## config.mk

```make
export PLATFORM = sky130hd
export DESIGN_NAME = multiplier
export DESIGN_NICKNAME = d
export VERILOG_FILES = /design/src/rtl/mul_pkg.sv /design/src/rtl/multiplier.sv
export SDC_FILE = /design/constraint.sdc
export NUM_CORES = 1
export LEC_CHECK = 0
export ABC_AREA = 0
export BUFFER_PORTS_ARGS = -buffer_cell sky130_fd_sc_hd__clkbuf_2
export CORE_MARGIN = 4
export CORE_UTILIZATION = 45
export CTS_BUF_LIST = sky130_fd_sc_hd__clkbuf_16
export DETAILED_ROUTE_END_ITERATION = 16
export MAX_ROUTING_LAYER = met4
export PLACE_DENSITY_LB_ADDON = 0.1
export SLEW_MARGIN = 30
export SYNTH_ARGS = -nofsm -noshare
export SYNTH_HDL_FRONTEND = slang
export SYNTH_SLANG_ARGS = --single-unit
export TNS_END_PERCENT = 30
```

## constraint.sdc

```tcl
create_clock -name mul_clk -period 10.4 [get_ports mul_clk]
set_input_delay 1.04 -clock mul_clk [delete_from_list [all_inputs] [get_ports mul_clk]]
set_output_delay 1.04 -clock mul_clk [all_outputs]
set_load 0.02 [all_outputs]
```

## src/rtl/mul_pkg.sv

```systemverilog
// Shared constants, state encoding and operand helpers for the 32x32
// sequential shift-add multiplier.
package mul_pkg;

  localparam int MUL_WIDTH = 32;
  localparam int MUL_STEPS = 32;
  localparam int PROD_WIDTH = 2 * MUL_WIDTH;
  localparam int CNT_WIDTH = $clog2(MUL_STEPS);
  localparam logic [CNT_WIDTH-1:0] LAST_STEP = CNT_WIDTH'(MUL_STEPS - 1);

  typedef enum logic [1:0] {
    ST_IDLE = 2'd0,
    ST_BUSY = 2'd1,
    ST_DONE = 2'd2
  } mul_state_e;

  // Magnitude of an operand; 0x80000000 maps onto itself, read as unsigned.
  function automatic logic [MUL_WIDTH-1:0] abs_op(input logic [MUL_WIDTH-1:0] v,
                                                  input logic               is_signed);
    abs_op = (is_signed && v[MUL_WIDTH-1]) ? (~v + MUL_WIDTH'(1)) : v;
  endfunction

  function automatic logic [PROD_WIDTH-1:0] neg_prod(input logic [PROD_WIDTH-1:0] v);
    neg_prod = ~v + PROD_WIDTH'(1);
  endfunction

endpackage

```

## src/rtl/multiplier.sv

```systemverilog
// Sequential 32x32 multiplier: one radix-2 shift-add step per cycle on
// operand magnitudes, sign applied once when the product is published.
module multiplier
  import mul_pkg::*;
(
  input  logic                  mul_clk,
  input  logic                  reset,
  input  logic                  mul,
  input  logic                  mul_signed,
  input  logic [MUL_WIDTH-1:0]  x,
  input  logic [MUL_WIDTH-1:0]  y,
  output logic [PROD_WIDTH-1:0] result,
  output logic                  complete,
  output logic                  busy
);

  mul_state_e             state_q, state_d;
  logic [CNT_WIDTH-1:0]   cnt_q, cnt_d;
  logic [PROD_WIDTH-1:0]  mcand_q, mcand_d;
  logic [MUL_WIDTH-1:0]   mplier_q, mplier_d;
  logic                   signed_q, signed_d;
  logic                   sign_q, sign_d;
  logic [PROD_WIDTH-1:0]  acc_q, acc_d;
  logic [PROD_WIDTH-1:0]  result_q, result_d;
  logic                   complete_q, complete_d;
  logic                   busy_q, busy_d;
  logic [PROD_WIDTH-1:0]  acc_step;

  always_comb begin
    state_d    = state_q;
    cnt_d      = cnt_q;
    mcand_d    = mcand_q;
    mplier_d   = mplier_q;
    signed_d   = signed_q;
    sign_d     = sign_q;
    acc_d      = acc_q;
    result_d   = result_q;
    // Multiplicand shifts left while the multiplier shifts right, so bit 0
    // of mplier_q is always the bit belonging to the current step.
    acc_step   = acc_q + (mcand_q & {PROD_WIDTH{mplier_q[0]}});

    case (state_q)
      ST_IDLE: begin
        if (mul) begin
          state_d  = ST_BUSY;
          cnt_d    = '0;
          mcand_d  = {{MUL_WIDTH{1'b0}}, abs_op(x, mul_signed)};
          mplier_d = abs_op(y, mul_signed);
          signed_d = mul_signed;
          sign_d   = x[MUL_WIDTH-1] ^ y[MUL_WIDTH-1];
          acc_d    = '0;
        end
      end
      ST_BUSY: begin
        acc_d    = acc_step;
        mcand_d  = mcand_q << 1;
        mplier_d = mplier_q >> 1;
        cnt_d    = cnt_q + CNT_WIDTH'(1);
        if (cnt_q == LAST_STEP) begin
          state_d  = ST_DONE;
          // Only the finished product reaches result; partial sums never do.
          result_d = (signed_q && sign_q) ? neg_prod(acc_step) : acc_step;
        end
      end
      ST_DONE: begin
        state_d = ST_IDLE;
      end
      default: begin
        state_d = ST_IDLE;
      end
    endcase

    busy_d     = (state_d != ST_IDLE);
    complete_d = (state_d == ST_DONE);
  end

  always_ff @(posedge mul_clk) begin
    if (reset) begin
      state_q    <= ST_IDLE;
      cnt_q      <= '0;
      mcand_q    <= '0;
      mplier_q   <= '0;
      signed_q   <= 1'b0;
      sign_q     <= 1'b0;
      acc_q      <= '0;
      result_q   <= '0;
      complete_q <= 1'b0;
      busy_q     <= 1'b0;
    end else begin
      state_q    <= state_d;
      cnt_q      <= cnt_d;
      mcand_q    <= mcand_d;
      mplier_q   <= mplier_d;
      signed_q   <= signed_d;
      sign_q     <= sign_d;
      acc_q      <= acc_d;
      result_q   <= result_d;
      complete_q <= complete_d;
      busy_q     <= busy_d;
    end
  end

  assign result   = result_q;
  assign complete = complete_q;
  assign busy     = busy_q;

endmodule

```

=== After elaboration in Yosys (flattened, before gate mapping) ===
Cells that the tools add are included.

* Add/sub/neg operators: 5
* Equality and inequality tests: 4
* Multiplexer cells: 14
* Bitwise operators: 5
* Reduce and logical (&&, ||, !) cells: 9

{| class="wikitable"
|+ Operators with widths
! kind !! number
|-
| $pmux W64 S2 || 2
|-
| $mux W64 || 3
|-
| $mux W32 || 3
|-
| $add A32 B1 Y32 const B || 2
|-
| $add A64 B1 Y64 const B || 1
|-
| $add A64 B64 Y64 || 1
|-
| $and A64 B64 Y64 || 1
|-
| $not A32 Y32 || 2
|-
| $not A64 Y64 || 1
|-
| $pmux W32 S2 || 1
|-
| $pmux W5 S2 || 1
|-
| $reduce_and A2 Y1 || 3
|-
| $add A5 B1 Y5 const B || 1
|-
| $eq A5 B5 Y1 const B || 1
|-
| $mux W5 || 1
|-
| $mux W2 || 2
|-
| $pmux W2 S2 || 1
|-
| $reduce_bool A2 Y1 || 2
|-
| $logic_and A1 B1 Y1 || 3
|-
| $eq A2 B1 Y1 const B || 1
|-
| $eq A2 B2 Y1 const B || 1
|-
| $logic_not A2 Y1 || 1
|-
| $ne A2 B2 Y1 const B || 1
|-
| $xor A1 B1 Y1 || 1
|}

* Flip-flop bits (word level): 235
* Input bits: 68
* Output and inout port bits: 66

=== Depth between registers and ports, before layout ===
Gate-level depths: netlist (run 1).

* Depth after elaboration: 5
* Depth in mapped cells: 19

=== Worst setup path after synthesis (run 1) ===
No wires, ideal clock.

* Path type: reg2reg
* Start point: reg mplier_q[0]
* End point: reg result_q[51], in the netlist result[51]
* Library setup time: 86 ps
* Arrival: 4367 ps
* Data required time: 10314 ps
* Slack: 5948 ps
* Cell stages (with the launch flop): 19
* Period minus slack after synthesis: 4452 ps
* Cells stage by stage: dfxtp_1 clkbuf_1 clkbuf_1 and2_1 ha_1 inv_1 fa_1 nand2b_1 a211oi_4 o2111ai_2 a31oi_1 xnor2_1 o21ai_1 nor4_4 nand3_2 nor4_4 a31oi_1 xnor2_1 a211oi_1

* Longest elaborated chain between the ends: 5

{| class="wikitable"
|+ Ends and longest elaborated chain
! what !! RTL line !! source
|-
| start: declaration || multiplier.sv:20 || <nowiki>logic [MUL_WIDTH-1:0] mplier_q, mplier_d;</nowiki>
|-
| start signal: assignment || multiplier.sv:93 || <nowiki>mplier_q <= mplier_d;</nowiki>
|-
| $and A64 B64 Y64 * || multiplier.sv:40 || <nowiki>acc_step = acc_q + (mcand_q & {PROD_WIDTH{mplier_q[0]}});</nowiki>
|-
| $add A64 B64 Y64 * || multiplier.sv:40 ||
|-
| $not A64 Y64 || mul_pkg.sv:24 || <nowiki>neg_prod = ~v + PROD_WIDTH'(1);</nowiki>
|-
| $add A64 B1 Y64 || mul_pkg.sv:24 ||
|-
| $mux W64 * || multiplier.sv:62 || <nowiki>result_d = (signed_q && sign_q) ? neg_prod(acc_step) : acc_step;</nowiki>
|-
| end signal: assignment || multiplier.sv:97 || <nowiki>result_q <= result_d;</nowiki>
|-
| end: declaration || multiplier.sv:24 || <nowiki>logic [PROD_WIDTH-1:0] result_q, result_d;</nowiki>
|}

Mark *: on every way between the ends. The rest lies on a longest branch, timed or not.
A chain may end at the register's enable or synchronous reset.

=== Worst setup path after layout (run 1) ===
* Start point: reg mplier_q[0]
* End point: reg result_q[57], in the netlist result[57]

The elaborated chain is that of the path after synthesis.

==> Implementation_results.wiki, run 1 <==
{| class="wikitable"
! Metric !! Value
|-
| Combined area of all synthesized cells || 16100 sq um
|-
| Primary FF master, synth || sky130_fd_sc_hd__dfxtp_1
|-
| Worst hold start || result[22]
|-
| Number of I/O port buffers || 133
|-
| Post-synthesis area per instance || just under 8 sq um
|-
| Via count of the first global-routing pass || 14900
|-
| Leading cell type in the layout, fill and taps excluded || sky130_fd_sc_hd__nor2_1
|-
| Met3 capacity usage during global routing || 0.0422
|-
| Post-detailed-route wirelength per cell || 20.9 um
|-
| Final routed wirelength across all metal layers || between 50000 and 60000 um
|-
| Remaining global-route overflow || 0
|-
| Met2 global-route usage || 0.420
|-
| Worst setup path start || mplier_q[0]
|-
| Result of the run || complete, no violations
|-
| Number of buffers added by the clock tree synthesis step || 27
|-
| Register clock-pin slew on the reported worst setup and hold paths || 0.06 ns
|-
| FFs w/ async S/R, synth || 0
|-
| Worst Setup End Kind || flip-flop
|-
| RSZ-0062 raised after global routing || no
|-
| DR DRC count || 0
|-
| Setup TNS after final layout || 0 ns
|-
| Maximum buffer depth of the clock tree || 3
|-
| Maximum number of pins on one net before global-route repair || 101
|-
| Cells after Synth || 2058
|-
| Wire length of the first global-routing pass || around 84000 um
|-
| Seq cells post-synth || 235
|-
| Data arrival time at the worst-slack endpoint || 6.19 ns
|-
| Clock H-tree levels || 1
|-
| Yosys top cell by area || sky130_fd_sc_hd__dfxtp_1
|-
| Violation count after the first detailed-routing iteration || between 1000 and 1500
|-
| Resize count post-CTS || 0
|-
| Yosys synthesis warning count || 0
|-
| Post-route antenna net violation count || 0
|-
| Synth cell types || 95
|-
| GR Layer Usage met1 || 0.378
|-
| DIE WIDTH || roughly 200 um
|-
| Sort of element at the start of the critical path || flip-flop
|-
| Worst min path class || reg2reg
|-
| Highest net fanout along the worst path || 65
|-
| Simple logic cell fraction of the synthesized area || 0.234
|-
| Setup Skew || a little under 0.009 ns
|-
| Timing-limited maximum frequency || 0.174 GHz
|-
| Non-Filler Instances || around 2600
|-
| Number of max-cap violations || 0
|-
| Xor and xnor fraction of the mapped netlist area || 0.0873
|-
| Fraction of the mapped netlist area in compound gates || 0.285
|-
| Dominant combinational cell family by area after synthesis || compound AO/OA/AOI/OAI gates
|-
| Slew of the pin with the lowest slew margin || 1.06 ns
|-
| Hold Vio Cnt, Final || 0
|-
| Number of nets in the finished design || 2228
|-
| Latest clock arrival within the worst-skew pair || 0.55 ns
|-
| Total power after layout || 2.19 mW
|-
| Die ar. || between 30000 and 40000 sq um
|-
| Share of final-layout standard cells stronger than drive strength 1 || 0.117
|-
| Drt first pass iters || 6
|-
| Placed cells || between 2000 and 3000
|-
| Portion of the post-synthesis area used by sequential elements || 0.293
|-
| Top-level port count || 134
|-
| Slew Viols, Final || 0
|-
| Nets in the synthesized netlist || approximately 2200
|-
| Cell Rows || 68
|-
| Commonest cells after routing, fill and taps aside || sky130_fd_sc_hd__nor2_1, sky130_fd_sc_hd__dfxtp_1, sky130_fd_sc_hd__a21oi_1
|-
| Start-to-end type of the worst setup path || reg2reg
|-
| Placer Congestion || between 1 and 1.5
|-
| PwrDens || 123 nW/um^2
|-
| Maximum resistive drop on vdd || 0.000196 V
|-
| Initial Utilization || 0.460
|-
| Worst setup timing slack at the placement stage || between 4 and 5 ns
|-
| Fraction of synthesized area in multiplexers || 0.00320
|-
| Die H || approximately 200 um
|-
| CTS tree || done
|-
| Critical path data required time || 10.86 ns
|-
| Dpl hpwl || 40400 um
|-
| Worst max-slew margin expressed relative to the limit || 0.294
|-
| Minimum hold slack || 0.463 ns
|-
| Most heavily used metal layer in global routing || met2
|-
| Number of antenna violations at the first check in global routing || 0
|-
| Area share of fa/ha/maj cells after synthesis || 0.0542
|-
| Core region area || 34900 sq um
|-
| RR Startpoint || mplier_q[0]
|-
| Via-per-instance ratio || 6.15
|-
| Post-CTS setup repair buffer count || 0
|-
| Worst Setup Slack, final || 4.67 ns
|-
| Portion of synthesized cell area occupied by the leading cell type || 0.293
|-
| Hold-fix buffer count after cts || 0
|-
| Minimum clock period || 5.73 ns
|-
| Final cycle utilization of the critical path || 0.551
|-
| Via total after detailed routing || between 15000 and 20000
|-
| Overall routing resource usage || 0.271
|-
| Count of flip-flops with a built-in enable after synthesis || 0
|-
| Final setup violation count || 0
|-
| Antenna diodes || 0
|-
| CTS root buf || sky130_fd_sc_hd__clkbuf_16
|-
| CTS sink cnt || 235
|-
| R2R setup slack || 4.67 ns
|-
| Layout-stage area growth over the synthesis result || 10.9%
|-
| Leak || slightly below 7 nW
|-
| Top area cells in the synthesized netlist || sky130_fd_sc_hd__dfxtp_1, sky130_fd_sc_hd__nor2_1, sky130_fd_sc_hd__ha_1
|}
-- routing by layer --
| metal | routed length, um | part of all wire |
|---|---|---|
| met1 | 25000 | 0.47 |
| met2 | 23600 | 0.44 |
| met3 | 3870 | 0.072 |
| met4 | 1100 | 0.020 |
| met5 | 0 | 0 |
-- sequential cells by signal (all words and copies together), names as in the netlist --
signal    cells
acc_q        64
busy          1
cnt_q         5
complete      1
mcand_q      64
mplier_q     32
result       64
sign_q        1
signed_q      1
state_q       2
-- cell type report --
cell class	instances	area, sq um
clock inverter	21	216
clock buffer	27	676
timing repair buffer	146	801
fill	3528	17100
multi-input combinational	1643	10700
inverter	38	143
sequential	235	4700
tap	455	569
-- final timing paths --
check                             endpoint  depth (start not counted)
worst max-delay path            result[57]                         17
worst min-delay path            result[22]                          2
worst max register to register  result[57]                         17
worst min register to register  result[22]                          2
-- report_power, final --
part           leakage, nW  internal [mW]  switching, mW
combinational         4.50         0.0889          0.190
clock                0.455          0.590          0.386
sequential            1.90          0.921         0.0180
-- cell usage after synthesis (all sizes together), types with 50 or more instances --
master	instances
nor2	364
dfxtp	235
a21oi	159
clkbuf	124
nand2	113
xnor2	97
a22oi	92
o21ai	85
and2	79
a211oi	72
ha	68
xor2	63
a222oi	59
nor3	50
-- worst max-delay path: stages, from the launching register on --
cell	delay (ns)
sky130_fd_sc_hd__dfxtp_1	0.31
sky130_fd_sc_hd__buf_4	0.54
sky130_fd_sc_hd__and2_1	0.23
sky130_fd_sc_hd__ha_1	0.18
sky130_fd_sc_hd__inv_1	0.06
sky130_fd_sc_hd__fa_1	0.38
sky130_fd_sc_hd__nand2b_1	0.21
sky130_fd_sc_hd__a211oi_4	0.47
sky130_fd_sc_hd__o2111ai_2	0.28
sky130_fd_sc_hd__a31oi_1	0.50
sky130_fd_sc_hd__xnor2_1	0.24
sky130_fd_sc_hd__o21ai_1	0.25
sky130_fd_sc_hd__nor4_4	0.56
sky130_fd_sc_hd__nand3_2	0.19
sky130_fd_sc_hd__nor4_4	0.62
sky130_fd_sc_hd__a31oi_1	0.22
sky130_fd_sc_hd__xnor2_1	0.17
sky130_fd_sc_hd__a211oi_1	0.23
-- cells by family (layout without fill, tap and decap cells) --
logic type,after synthesis,after routing
and+or+nand+nor,772,772
AOI/OAI and AO/OA,637,637
DFF,235,235
buffers and inverters,180,232
xor gates and xnor gates,160,160
adders and majority gates,69,69
muxes,5,5
-- through the flow --
step                      area (sq um)   util
after floorplan                  16100      -
final                            17800  0.510
after CTS                        17800  0.510
after global placement           16900  0.483
after global routing             17800  0.510
after detailed placement         16900  0.484
Power figures use the tool's default switching activity.
==> run 2, diff against run 1 <==
clock period = 4.7 ns   (was 10.4 ns; I/O delays follow)
==> run 2 against run 1 <==
Utilization rose by 2.2 points; combinational power grew to 2.6 times the previous value; final cell count is 3.5% higher; cell area is 4.4% higher; critical endpoint is now result[63]; first-iteration DRC count decreased by 1.4%; maximum frequency grew 28%.
==> Implementation_results.wiki, run 2 (synthesis results as in run 1) <==
{| class="wikitable"
! Metric !! Value
|-
| Timing-limited maximum frequency || 0.223 GHz
|-
| Setup Skew || 0.0226 ns
|-
| Die H || 197 um
|-
| Non-Filler Instances || 2654
|-
| Placement Cell Area || 17600 sq um
|-
| Via count of the first global-routing pass || 15200
|-
| CTS tree || done
|-
| Maximum buffer depth of the clock tree || 3
|-
| Wire length of the first global-routing pass || about 84000 um
|-
| Slew of the pin with the lowest slew margin || 0.937 ns
|-
| Slew Viols, Final || 0
|-
| Number of nets in the finished design || between 2000 and 2500
|-
| PwrDens || 254 nW/um^2
|-
| Start-to-end type of the worst setup path || reg2reg
|-
| Filler cell count in the final layout || between 3000 and 4000
|-
| Leak || around 7.3 nW
|-
| DIE WIDTH || 197 um
|-
| Clock H-tree levels || 1
|-
| Minimum clock period || 4.48 ns
|-
| Placer Congestion || about 1
|-
| Maximum resistive drop on vdd || 0.000275 V
|-
| Remaining global-route overflow || 0
|-
| Via total after detailed routing || 16100
|-
| Post-route antenna net violation count || 0
|-
| Cell Rows || between 60 and 70
|-
| Number of max-cap violations || 0
|-
| Layout-stage area growth over the synthesis result || 15.8%
|-
| Result of the run || complete, no violations
|-
| Dpl hpwl || 41100 um
|-
| Number of I/O port buffers || 133
|-
| Register clock-pin slew on the reported worst setup and hold paths || 0.06 ns
|-
| Final cycle utilization of the critical path || 0.952
|-
| Multi-input gate area in the final layout || 10900 sq um
|-
| Leading cell type in the layout, fill and taps excluded || sky130_fd_sc_hd__nor2_1
|-
| Worst Setup Slack, final || 0.224 ns
|-
| Drt first pass iters || 7
|-
| Latest clock arrival within the worst-skew pair || 0.56 ns
|-
| Post-detailed-route wirelength per cell || about 20 um
|-
| Area occupied by registers || 4710 sq um
|-
| Worst Setup End Kind || flip-flop
|-
| Worst setup timing slack at the placement stage || -0.0118 ns
|-
| Number of antenna violations at the first check in global routing || 2
|-
| Worst max-slew margin expressed relative to the limit || 0.375
|-
| Share of final-layout standard cells stronger than drive strength 1 || 0.164
|-
| Number of buffers added by the clock tree synthesis step || 26
|-
| Hold-fix buffer count after cts || 0
|-
| Critical path data required time || 5.20 ns
|-
| Worst setup path start || mplier_q[0]
|-
| Die ar. || 38800 sq um
|-
| Commonest cells after routing, fill and taps aside || sky130_fd_sc_hd__nor2_1, sky130_fd_sc_hd__dfxtp_1, sky130_fd_sc_hd__a21oi_1
|-
| Worst min path class || in2reg
|-
| CTS sink cnt || 235
|-
| Top-level port count || 134
|-
| Initial Utilization || 0.460
|-
| Final routed wirelength across all metal layers || 53800 um
|-
| Maximum number of pins on one net before global-route repair || roughly 100
|-
| Data arrival time at the worst-slack endpoint || approximately 5.0 ns
|-
| R2R setup slack || 0.22 ns
|-
| DR DRC count || 0
|-
| Via-per-instance ratio || about 6.1
|-
| Hold Vio Cnt, Final || 0
|-
| Final setup violation count || 0
|-
| Overall routing resource usage || 0.274
|-
| Core region area || 34900 sq um
|-
| Placed cells || 2603
|-
| CTS root buf || sky130_fd_sc_hd__clkbuf_16
|-
| Final std cell area, no fill || 18600 sq um
|-
| Highest net fanout along the worst path || 30
|-
| Antenna diodes || 0
|-
| RR Startpoint || mplier_q[0]
|-
| Worst hold start || x[0]
|-
| Sort of element at the start of the critical path || flip-flop
|-
| Violation count after the first detailed-routing iteration || roughly 1300
|}
[run 2: timing repair]
item,in CTS,in global routing
gates resized for setup,2,39
pin swaps,0,13
buffers inserted,0,3
endpoints found under the hold margin,0,0
setup endpoints to repair,2,26
[run 2: worst max-delay path: stages (launching register included)]
cell and delay [ns]:
sky130_fd_sc_hd__dfxtp_2 0.34, sky130_fd_sc_hd__buf_12 0.16, sky130_fd_sc_hd__and2_1 0.20, sky130_fd_sc_hd__ha_1 0.37, sky130_fd_sc_hd__a21oi_1 0.29, sky130_fd_sc_hd__o21ai_0 0.22
sky130_fd_sc_hd__a21oi_2 0.43, sky130_fd_sc_hd__a311o_1 0.32, sky130_fd_sc_hd__o211ai_2 0.24, sky130_fd_sc_hd__a21bo_2 0.33, sky130_fd_sc_hd__a221oi_2 0.34, sky130_fd_sc_hd__o21ai_0 0.13
sky130_fd_sc_hd__a311oi_1 0.44, sky130_fd_sc_hd__nand2_1 0.09, sky130_fd_sc_hd__or4_1 0.41, sky130_fd_sc_hd__nand4_1 0.09
[run 2: cell type report]
cell class,count,area share
flip-flops and latches,235,0.253
inverters,38,0.00768
repair buffers,236,0.0813
clock inverters,21,0.00673
multi-input cells,1643,0.585
clock buffers,26,0.0350
well taps,455,0.0306
[run 2: worst paths after layout]
| check | endpoint | depth (start not counted) |
|---|---|---|
| max | result[63] | 15 |
| min reg2reg | result[22] | 2 |
| max reg2reg | result[63] | 15 |
| min | mcand_q[0] | 3 |
[run 2: metal layers]
layer,vias to the layer above,global-route usage,part of all wire
met5,-,-,0
met4,0,0.0688,0.027
met3,82,0.0315,0.061
met2,440,0.425,0.45
met1,7698,0.382,0.47
li1,7848,-,-
[run 2: metrics by stage]
stage	utilization	TNS, ns	hold slack (ns)	power [mW]
6_report	0.533	0	0.209	4.72
5_1_grt	0.533	-0.00675	0.205	4.89
4_1_cts	0.526	0	0.179	4.75
3_3_place_gp	0.503	-0.0181	0.440	2.82
3_5_place_dp	0.503	-0.0118	0.448	2.83
2_1_floorplan	-	0	0.453	2.51
[run 2: report_power, final]
group | internal (mW) | total [mW] | switching (mW)
clock network | 1.05 | 1.91 | 0.857
registers | 2.04 | 2.08 | 0.0416
logic | 0.276 | 0.728 | 0.452
total | 3.37 | 4.72 | 1.35
